$ cat config.mk
export PLATFORM = sky130hd
export DESIGN_NAME = keypad_scanner_flat
export DESIGN_NICKNAME = d
export VERILOG_FILES = /design/src/rtl/keypad_scanner_if.sv /design/src/rtl/keypad_scanner.sv /design/src/flat_wrapper.sv
export SDC_FILE = /design/constraint.sdc
export NUM_CORES = 1
export LEC_CHECK = 0
export ABC_AREA = 0
export ABC_CLOCK_PERIOD_IN_PS = 3300
export BUFFER_PORTS_ARGS = -buffer_cell sky130_fd_sc_hd__buf_2
export CORE_ASPECT_RATIO = 1.75
export CORE_MARGIN = 8
export CORE_UTILIZATION = 50
export DETAILED_ROUTE_END_ITERATION = 8
export PLACE_DENSITY_LB_ADDON = 0.1
export SETUP_SLACK_MARGIN = 0.02
export SLEW_MARGIN = 20
export SYNTH_ARGS = -nofsm -noshare
export SYNTH_HDL_FRONTEND = slang
export SYNTH_SLANG_ARGS = --single-unit
$ cat constraint.sdc
create_clock -name clock -period 3.3 [get_ports clock]
set_input_delay 0.33 -clock clock [delete_from_list [all_inputs] [get_ports clock]]
set_output_delay 0.33 -clock clock [all_outputs]
set_load 0.01 [all_outputs]
$ cat src/rtl/keypad_scanner_if.sv
// Keypad scanner signal bundle: matrix row/column lines plus the decoded key and digit buffer.
// The scanner drives through the master modport; the keypad/consumer side uses slave.
interface keypad_scanner_if;
  logic [3:0]  row_n;
  logic [3:0]  col_n;
  logic [3:0]  key;
  logic        key_valid;
  logic [15:0] key_buffer;
  logic [2:0]  buffer_cnt;

  modport master (
    input  row_n,
    output col_n, key, key_valid, key_buffer, buffer_cnt
  );

  modport slave (
    output row_n,
    input  col_n, key, key_valid, key_buffer, buffer_cnt
  );
endinterface

$ cat src/rtl/keypad_scanner.sv
// 4x4 matrix keypad scanner with press/release debounce, one key code per press,
// and a 4-digit shift buffer feeding the time/alarm load logic.
module keypad_scanner #(
  parameter int SCAN_DIV        = 16,
  parameter int DEBOUNCE_CYCLES = 8
) (
  input  logic              clock,
  input  logic              reset,
  keypad_scanner_if.master  kp
);

  localparam int DIV_W = (SCAN_DIV > 1) ? $clog2(SCAN_DIV) : 1;
  localparam int DEB_W = (DEBOUNCE_CYCLES > 1) ? $clog2(DEBOUNCE_CYCLES) : 1;
  localparam logic [DIV_W-1:0] DIV_LAST = DIV_W'(SCAN_DIV - 1);
  localparam logic [DEB_W-1:0] DEB_LAST = DEB_W'(DEBOUNCE_CYCLES - 1);
  localparam logic [3:0] KEY_IDLE  = 4'hA;
  localparam logic [3:0] KEY_CLEAR = 4'hE;
  localparam logic [2:0] ARMED     = 3'd4;

  typedef enum logic [1:0] {SCAN, DEBOUNCE, PRESSED, RELEASE} state_t;

  function automatic logic [3:0] decode_key(input logic [3:0] pat, input logic [1:0] col);
    logic [1:0] r;
    logic [3:0] code;
    case (pat)
      4'b1101: r = 2'd1;
      4'b1011: r = 2'd2;
      4'b0111: r = 2'd3;
      default: r = 2'd0;
    endcase
    case ({r, col})
      4'h0: code = 4'h1;  4'h1: code = 4'h2;  4'h2: code = 4'h3;  4'h3: code = 4'hA;
      4'h4: code = 4'h4;  4'h5: code = 4'h5;  4'h6: code = 4'h6;  4'h7: code = 4'hB;
      4'h8: code = 4'h7;  4'h9: code = 4'h8;  4'hA: code = 4'h9;  4'hB: code = 4'hC;
      4'hC: code = 4'hE;  4'hD: code = 4'h0;  4'hE: code = 4'hF;  default: code = 4'hD;
    endcase
    return code;
  endfunction

  function automatic logic [2:0] sat_inc(input logic [2:0] cnt);
    return (cnt >= 3'd4) ? 3'd4 : cnt + 3'd1;
  endfunction

  logic [3:0]       row_meta_q, row_s_q;
  state_t           state_q, state_d;
  logic [1:0]       col_idx_q, col_idx_d;
  logic [DIV_W-1:0] div_cnt_q, div_cnt_d;
  logic [DEB_W-1:0] deb_cnt_q, deb_cnt_d;
  logic [3:0]       row_pat_q, row_pat_d;
  logic [3:0]       key_q, key_d;
  logic             key_valid_q, key_valid_d;
  logic [15:0]      key_buffer_q, key_buffer_d;
  logic [2:0]       buffer_cnt_q, buffer_cnt_d;
  logic [2:0]       idle_cnt_q, idle_cnt_d;
  logic [3:0]       code;
  int               lows;

  // Two-flop synchronizer for the asynchronous keypad rows
  always_ff @(posedge clock) begin
    row_meta_q <= kp.row_n;
    row_s_q    <= row_meta_q;
  end

  assign code = decode_key(row_pat_q, col_idx_q);
  assign lows = $countones(~row_s_q);

  always_comb begin
    state_d      = state_q;
    col_idx_d    = col_idx_q;
    div_cnt_d    = div_cnt_q;
    deb_cnt_d    = deb_cnt_q;
    row_pat_d    = row_pat_q;
    key_d        = key_q;
    key_valid_d  = 1'b0;
    key_buffer_d = key_buffer_q;
    buffer_cnt_d = buffer_cnt_q;
    idle_cnt_d   = idle_cnt_q;
    case (state_q)
      SCAN: begin
        if (div_cnt_q == DIV_LAST) begin
          div_cnt_d = '0;
          deb_cnt_d = '0;
          // Until a full idle rotation (or a release) is seen after reset, a key
          // already held is treated as stale and only waited out.
          if (lows == 1 && idle_cnt_q == ARMED) begin
            row_pat_d = row_s_q;
            state_d   = DEBOUNCE;
          end else if (lows != 0) begin
            state_d = RELEASE;
          end else begin
            col_idx_d = col_idx_q + 2'd1;
            if (idle_cnt_q != ARMED) idle_cnt_d = idle_cnt_q + 3'd1;
          end
        end else begin
          div_cnt_d = div_cnt_q + DIV_W'(1);
        end
      end
      DEBOUNCE: begin
        if (row_s_q != row_pat_q) begin
          state_d   = SCAN;
          div_cnt_d = '0;
          deb_cnt_d = '0;
        end else if (deb_cnt_q == DEB_LAST) begin
          state_d   = PRESSED;
          deb_cnt_d = '0;
        end else begin
          deb_cnt_d = deb_cnt_q + DEB_W'(1);
        end
      end
      PRESSED: begin
        key_d       = code;
        key_valid_d = 1'b1;
        deb_cnt_d   = '0;
        state_d     = RELEASE;
        if (code <= 4'd9) begin
          key_buffer_d = {key_buffer_q[11:0], code};
          buffer_cnt_d = sat_inc(buffer_cnt_q);
        end else if (code == KEY_CLEAR) begin
          key_buffer_d = '0;
          buffer_cnt_d = '0;
        end
      end
      default: begin
        if (row_s_q != 4'b1111) begin
          deb_cnt_d = '0;
        end else if (deb_cnt_q == DEB_LAST) begin
          state_d    = SCAN;
          key_d      = KEY_IDLE;
          div_cnt_d  = '0;
          deb_cnt_d  = '0;
          idle_cnt_d = ARMED;
        end else begin
          deb_cnt_d = deb_cnt_q + DEB_W'(1);
        end
      end
    endcase
  end

  always_ff @(posedge clock) begin
    if (reset) begin
      state_q      <= SCAN;
      col_idx_q    <= '0;
      div_cnt_q    <= '0;
      deb_cnt_q    <= '0;
      row_pat_q    <= 4'b1111;
      key_q        <= KEY_IDLE;
      key_valid_q  <= 1'b0;
      key_buffer_q <= '0;
      buffer_cnt_q <= '0;
      idle_cnt_q   <= '0;
    end else begin
      state_q      <= state_d;
      col_idx_q    <= col_idx_d;
      div_cnt_q    <= div_cnt_d;
      deb_cnt_q    <= deb_cnt_d;
      row_pat_q    <= row_pat_d;
      key_q        <= key_d;
      key_valid_q  <= key_valid_d;
      key_buffer_q <= key_buffer_d;
      buffer_cnt_q <= buffer_cnt_d;
      idle_cnt_q   <= idle_cnt_d;
    end
  end

  assign kp.col_n      = ~(4'b0001 << col_idx_q);
  assign kp.key        = key_q;
  assign kp.key_valid  = key_valid_q;
  assign kp.key_buffer = key_buffer_q;
  assign kp.buffer_cnt = buffer_cnt_q;

endmodule

$ cat src/flat_wrapper.sv
// flat-port wrapper written by rule: the top's interface ports become plain ports
module keypad_scanner_flat 
#(
  parameter int SCAN_DIV        = 16,
  parameter int DEBOUNCE_CYCLES = 8
)
  (clock, reset, kp_row_n, kp_col_n, kp_key, kp_key_valid, kp_key_buffer, kp_buffer_cnt);
  keypad_scanner_if kp_i ();
  input  logic clock;
  input  logic reset;
  input wire logic [$bits(kp_i.row_n)-1:0] kp_row_n;
  output wire logic [$bits(kp_i.col_n)-1:0] kp_col_n;
  output wire logic [$bits(kp_i.key)-1:0] kp_key;
  output wire logic [$bits(kp_i.key_valid)-1:0] kp_key_valid;
  output wire logic [$bits(kp_i.key_buffer)-1:0] kp_key_buffer;
  output wire logic [$bits(kp_i.buffer_cnt)-1:0] kp_buffer_cnt;
  assign kp_i.row_n = kp_row_n;
  assign kp_col_n = kp_i.col_n;
  assign kp_key = kp_i.key;
  assign kp_key_valid = kp_i.key_valid;
  assign kp_key_buffer = kp_i.key_buffer;
  assign kp_buffer_cnt = kp_i.buffer_cnt;
  keypad_scanner #(.SCAN_DIV(SCAN_DIV), .DEBOUNCE_CYCLES(DEBOUNCE_CYCLES)) u_core (.clock(clock), .reset(reset), .kp(kp_i));
endmodule
==> flow_metrics.py, run 1 <==
metrics = {
    "run": {
        "cap_violations": 0,
    },
    "synth": {
        "ys_types": 49,
        "synth_seq_cells": 50,
        "synth_flop_cell": "dfxtp_1",
        "synth_top_area_cell": "dfxtp_1",
        "async_flop_share_pct": 0,
        "synth_nets": 308,
        "synthDominantCellAreaShare_pct": 39.8,
        "ys_seq_area_share_pct": 39.8,
        "syn_area_per_cell_um2": 9.04,
        "synth_common_cells": "50 x dfxtp_1, 25 x nand2_1, 23 x ha_1, 23 x nor2_1, 22 x inv_1",
        "synth-edff-count": 0,
        "netlist_area_um2": 2510,
        "ys_top_cells_by_area": "dfxtp_1 40%, ha_1 11%, a22o_1 4.2%",
        "syn_inst": 278,
        "yosysMostFrequentCell": "dfxtp_1",
        "synth_warnings": 0,
    },
    "placement": {
        "gp_congestion": 0.837,
        "io_buffers": 33,
        "dp_slack_ns": 0.617,
        "place_inst": 354,
        "dp_hpwl_mm": 4.10,
        "placed_area_um2": 2680,
    },
    "clock_network": {
        "cts_buffer_depth": 2,
        "cts.clk_slew.worst_paths_ns": 0.09,
        "post_cts_buffers": 0,
        "holdBufCountCts": 0,
        "clock_sinks": 50,
        "cts_resized": 0,
        "htree_levels": 2,
        "cts_root_buffer": "clkbuf_8",
        "cts_tree": "yes",
        "clock_latency_ns": 0.30,
        "cts_made_buffers": 5,
    },
    "power": {
        "peakVddDrop_mv": 0.525,
        "p_leak_nw": 1.26,
        "power_density_nw_per_um2": 610,
        "fin_total_pwr_mw": 1.72,
    },
    "finish": {
        "drive_gt1_share_pct": 16.6,
        "fin_util_pct": 57.7,
        "stdcell_area_um2": 2830,
        "fin_nets": 337,
        "instances_no_fill": 362,
        "antennaDiodeCount": 0,
        "syn2layout_area_growth_pct": 12.5,
    },
    "floorplanning": {
        "start_util_pct": 51.4,
        "fp.dieH_um": 110,
        "row_count": 34,
        "io_pins": 34,
        "core_area_um2": 4890,
        "die-width_um": 69.6,
        "fp.dieArea_um2": 7640,
    },
    "routing": {
        "ant_nets": 0,
        "drt-initial-drc-count": 102,
        "viasPerCell": 5.70,
        "routedWlPerCell_um": 15.2,
        "wl_mm": 5.49,
        "vias": 2064,
        "firstDrtPassIters": 4,
        "drc": 0,
    },
    "grt": {
        "antenna_found_initial": 0,
        "grt_overflow": 0,
        "grt_pass1_wl_mm": 9.11,
        "grt_pass1_vias": 1933,
        "grt_max_degree": 26,
        "grt_use_total_pct": 14.4,
    },
    "timing": {
        "fin_ws_ns": 0.606,
        "max_freq_ghz": 0.371,
        "setup_viol": 0,
        "hold_violations": 0,
        "finalSetupTns_ns": 0,
        "skew_ns": 0.0120,
        "slew_headroom_pct": 64.1,
        "rsz0062_at_grt": "no",
        "period_needed_ns": 2.69,
        "min_period_over_period_pct": 81.6,
        "whs_ns": 0.123,
        "slew_violations": 0,
        "worstMarginPinSlew_ns": 0.537,
    },
    "critical_path": {
        "endpoint_kind": "flop",
        "r2r_slack_ns": 0.61,
        "worst_ep_required_time_ns": 3.48,
        "critPathKind": "reg -> reg",
        "crit_path_start_kind": "flop",
        "reg2reg_depth": 9,
        "worst_ep_arrival_time_ns": 2.87,
        "path_max_fanout": 5,
    },
    "hold_path": {
        "hold-path-cell-count": 1,
        "hp-class": "in -> reg",
    },
    "run_status": {
        "status": "finished clean",
    },
}
[final cells by class]
cell class	instances	area, um^2
clock buffer	6	82.6
clock inverter	2	60.1
fill	460	2070
inverter	23	86.3
multi-input combinational	192	1350
sequential	50	1000
tap	54	67.6
timing repair buffer	35	180
[critical path: stages (launching register included)]
cell and delay [ns]:
dfxtp_1 0.38, inv_1 0.07, ha_1 0.29, ha_1 0.21, fa_1 0.47, nor3_1 0.30
a31oi_1 0.12, nor3_1 0.45, mux2i_1 0.24, nor2_1 0.05
[where the power goes]
group,switching (mW),internal (mW)
sequential,0.0489,0.660
combinational,0.308,0.184
clock,0.199,0.323
[layout by cell type, fill, tap and decap left out, drive strengths merged, types with 2 or more instances in the layout]
master | Yosys | layout
ha | 23 | 23
or4 | 2 | 2
buf | 6 | 35
a221oi | 3 | 3
a21oi | 16 | 16
nor3 | 5 | 5
inv | 22 | 22
a31oi | 6 | 6
a22o | 12 | 12
nand3 | 10 | 10
dfxtp | 50 | 50
bufinv | 0 | 2
a211oi | 3 | 3
or2 | 3 | 3
o22ai | 3 | 3
nand2 | 25 | 25
clkbuf | 7 | 6
nand2b | 4 | 4
nand4 | 2 | 2
mux2i | 7 | 7
o211ai | 5 | 5
o21ai | 9 | 9
and2 | 2 | 2
nand3b | 2 | 2
a32oi | 3 | 3
xnor2 | 5 | 5
or3 | 3 | 3
nor2 | 23 | 23
[layer usage]
metal	up-vias	share of wire (%)	global-route usage, %
met5	-	0	0
met3	12	4.6	3.88
met4	0	2.7	6.63
li1	1036	-	-
met1	971	40	14.7
met2	45	53	26.7
[kinds of logic after synthesis]
logic type | count (synthesis) | share of synthesized area, %
AO/OA/AOI/OAI | 69 | 19.8
flip-flops | 50 | 39.8
buffers and inverters | 36 | 6.52
multiplexers | 7 | 2.79
adder cells (fa/ha/maj) | 25 | 12.6
XOR/XNOR | 6 | 2.09
AND/OR/NAND/NOR | 85 | 16.3
[sequential cells by signal, summed over array words and instances (netlist names), 4 cells and up]
name,flops
u_core.row_s_q,4
u_core.kp.key,4
u_core.row_pat_q,4
u_core.div_cnt_q,4
u_core.kp.key_buffer,16
u_core.row_meta_q,4
[final timing paths]
check / startpoint / end
setup / recovery: u_core.row_s_q[0] / u_core.idle_cnt_q[0]
hold / removal: kp_row_n[3] / u_core.row_meta_q[3]
setup reg to reg: u_core.row_s_q[0] / u_core.idle_cnt_q[0]
hold reg to reg: u_core.row_meta_q[1] / u_core.row_s_q[1]
Power figures use the tool's default switching activity.
==> run 2: changes to the inputs <==
ABC_AREA = 1   (was 0)
ABC_CLOCK_PERIOD_IN_PS = 2750   (was 3300)
clock period = 2.75 ns   (was 3.3 ns; I/O delays follow)
==> flow_metrics.py, run 2 <==
metrics = {
    "run_status": {
        "status": "finished clean",
    },
    "synth": {
        "synth-edff-count": 0,
        "synth_top_area_cell": "dfxtp_1",
        "ys_top_cells_by_area": "dfxtp_1 37%, ha_1 11%, nand2_1 8.7%",
        "syn_inst": 334,
        "synth_flop_cell": "dfxtp_1",
        "synthMuxAreaShare_pct": 0,
        "synth_warnings": 0,
        "synthSimpleGateAreaFrac_pct": 29.5,
        "synth_xor_area_share_pct": 0,
        "yosysMostFrequentCell": "nand2_1",
        "synthAdderAreaFrac_pct": 11.5,
        "synth_top_family_by_area": "simple AND/OR/NAND/NOR gates",
        "synth_common_cells": "62 x nand2_1, 50 x dfxtp_1, 40 x inv_1",
        "synthDominantCellAreaShare_pct": 37.3,
        "ys_seq_area_share_pct": 37.3,
        "synth_compound_area_share_pct": 12.9,
        "synth_nets": 364,
        "syn_area_per_cell_um2": 8.04,
        "netlist_area_um2": 2690,
        "synth_seq_cells": 50,
        "ys_types": 35,
        "async_flop_share_pct": 0,
    },
    "clock_network": {
        "cts_resized": 0,
        "htree_levels": 2,
        "cts_tree": "yes",
        "cts.clk_slew.worst_paths_ns": 0.09,
        "cts_buffer_depth": 2,
        "post_cts_buffers": 0,
        "clock_sinks": 50,
        "cts_made_buffers": 5,
        "holdBufCountCts": 0,
        "clock_latency_ns": 0.31,
        "cts_root_buffer": "clkbuf_8",
    },
    "critical_path": {
        "cpMaxStageDelayCell": "fa_1",
        "cpMostUsedCell": "ha_1",
        "crit_path_start_kind": "flop",
        "cp_top_family": "adder cells",
        "worst_ep_arrival_time_ns": 2.63,
        "r2r_slack_ns": 0.31,
        "endpoint_kind": "flop",
        "worst_ep_required_time_ns": 2.93,
        "path_buf_inv": 1,
        "path_max_fanout": 8,
        "critPathKind": "reg -> reg",
        "cp_slowest_stage_delay_ns": 0.46,
        "cp_cell_sequence": "inv_1 > ha_1 > ha_1 > fa_1 > nor4_1 > nand3_1 > nand2_1 > o211ai_1",
    },
    "power": {
        "p_leak_nw": 1.33,
        "p_int_mw": 1.22,
        "peakVddDrop_mv": 0.352,
        "fin_total_pwr_mw": 1.88,
        "power_density_nw_per_um2": 634,
        "swShare_pct": 34.9,
        "clockPowerShare_pct": 27.3,
        "power.switching_uw": 658,
        "power.share.sequential_pct": 43.7,
        "combinationalPowerShare_pct": 28.9,
    },
    "placement": {
        "dp_slack_ns": 0.343,
        "gp_congestion": 0.839,
        "io_buffers": 33,
        "dp_hpwl_mm": 4.43,
    },
    "routing": {
        "routedWlPerCell_um": 13.6,
        "drt-met1-wl_mm": 2.30,
        "drc": 0,
        "firstDrtPassIters": 4,
        "ant_nets": 0,
        "met2_length_mm": 3.18,
        "wl_mm": 5.72,
        "drt-initial-drc-count": 89,
        "top_layer": "met4",
        "viasPerCell": 5.34,
        "dr_wl_met3_um": 126,
        "vias": 2248,
    },
    "finish": {
        "fin_util_pct": 56.9,
        "layout_common_cells": "62 x nand2_1, 50 x dfxtp_1, 40 x inv_1, 38 x nand3_1, 33 x buf_2",
        "layout_commonest_cell": "nand2_1",
        "fillCellCount": 513,
        "drive_gt1_share_pct": 22.1,
        "antennaDiodeCount": 0,
        "fin_nets": 395,
        "multi_input_comb_area_um2": 1450,
        "layout.area.seq_um2": 1000,
        "largest_register_ff_count": 16,
        "syn2layout_area_growth_pct": 10.5,
    },
    "hold_path": {
        "hp-class": "in -> reg",
    },
    "timing": {
        "setup_viol": 0,
        "slew_violations": 0,
        "period_needed_ns": 2.44,
        "finalSetupTns_ns": 0,
        "fin_ws_ns": 0.308,
        "skew_ns": 0.00400,
        "worstMarginPinSlew_ns": 0.498,
        "min_period_over_period_pct": 88.8,
        "slew_headroom_pct": 66.8,
        "hold_violations": 0,
        "max_freq_ghz": 0.409,
        "rsz0062_at_grt": "no",
    },
    "floorplanning": {
        "fp.dieArea_um2": 8060,
        "start_util_pct": 51.5,
        "die-width_um": 71.4,
        "row_count": 35,
        "fp.dieH_um": 113,
        "core_area_um2": 5210,
        "io_pins": 34,
    },
    "grt": {
        "grt_overflow": 0,
        "grt_pass1_vias": 2287,
        "antenna_found_initial": 0,
        "grt_pass1_wl_mm": 9.83,
        "grt_use_total_pct": 14.9,
        "grt_max_degree": 20,
    },
    "run": {
        "cap_violations": 0,
    },
}
-- run 2: final timing paths --
check / from / endpoint / cells after the start
worst max-delay path: u_core.row_s_q[2] / u_core.row_pat_q[3] / 8
worst min-delay path: kp_row_n[2] / u_core.row_meta_q[2] / 1
worst max register to register: u_core.row_s_q[2] / u_core.row_pat_q[3] / 8
worst min register to register: u_core.row_meta_q[0] / u_core.row_s_q[0] / 0
-- run 2: power groups by stage --
stage | sequential, mW | combinational, mW | clock [mW]
2_1_floorplan | 0.836 | 0.429 | 0
3_3_place_gp | 0.838 | 0.552 | 0
3_5_place_dp | 0.839 | 0.547 | 0
4_1_cts | 0.822 | 0.550 | 0.525
5_1_grt | 0.828 | 0.630 | 0.549
6_report | 0.823 | 0.544 | 0.514
-- run 2: cell type report --
| cell class | instances | share of cell area, % |
|---|---|---|
| Clock buffer | 5 | 2.32 |
| Clock inverter | 3 | 1.35 |
| Inverter | 43 | 5.44 |
| Multi-Input combinational cell | 230 | 48.8 |
| Sequential cell | 50 | 33.7 |
| Tap cell | 55 | 2.32 |
| Timing Repair Buffer | 35 | 6.07 |
-- run 2: kinds of logic after synthesis --
group | Yosys count
fa+ha+maj | 24
simple gates | 150
compound gates | 56
buf+inv | 54
flops | 50
-- run 2: stage by stage --
step | hold slack [ns] | cell area [um^2] | instances
finish | 0.0616 | 2970 | 421
global route | 0.0514 | 2970 | 421
CTS | 0.0565 | 2970 | 421
detailed placement | 0.318 | 2860 | 413
global placement | 0.326 | 2860 | 413
floorplan | 0.303 | 2690 | 334
-- run 2: per-layer routing --
metal / vias to the layer above / track usage, %
met3: 11 / 3.01
li1: 1163 / -
met1: 1048 / 14.1
met2: 26 / 29.2
met4: 0 / 6.85
met5: - / 0
-- run 2: worst reg2reg max path, delay by kind of cell (launching register included) --
kind	cells	cell delay (ns)
DFF	1	0.38
AOI/OAI and AO/OA	1	0.08
adders and majority gates	3	0.96
buffers and inverters	1	0.07
and+or+nand+nor	3	0.84
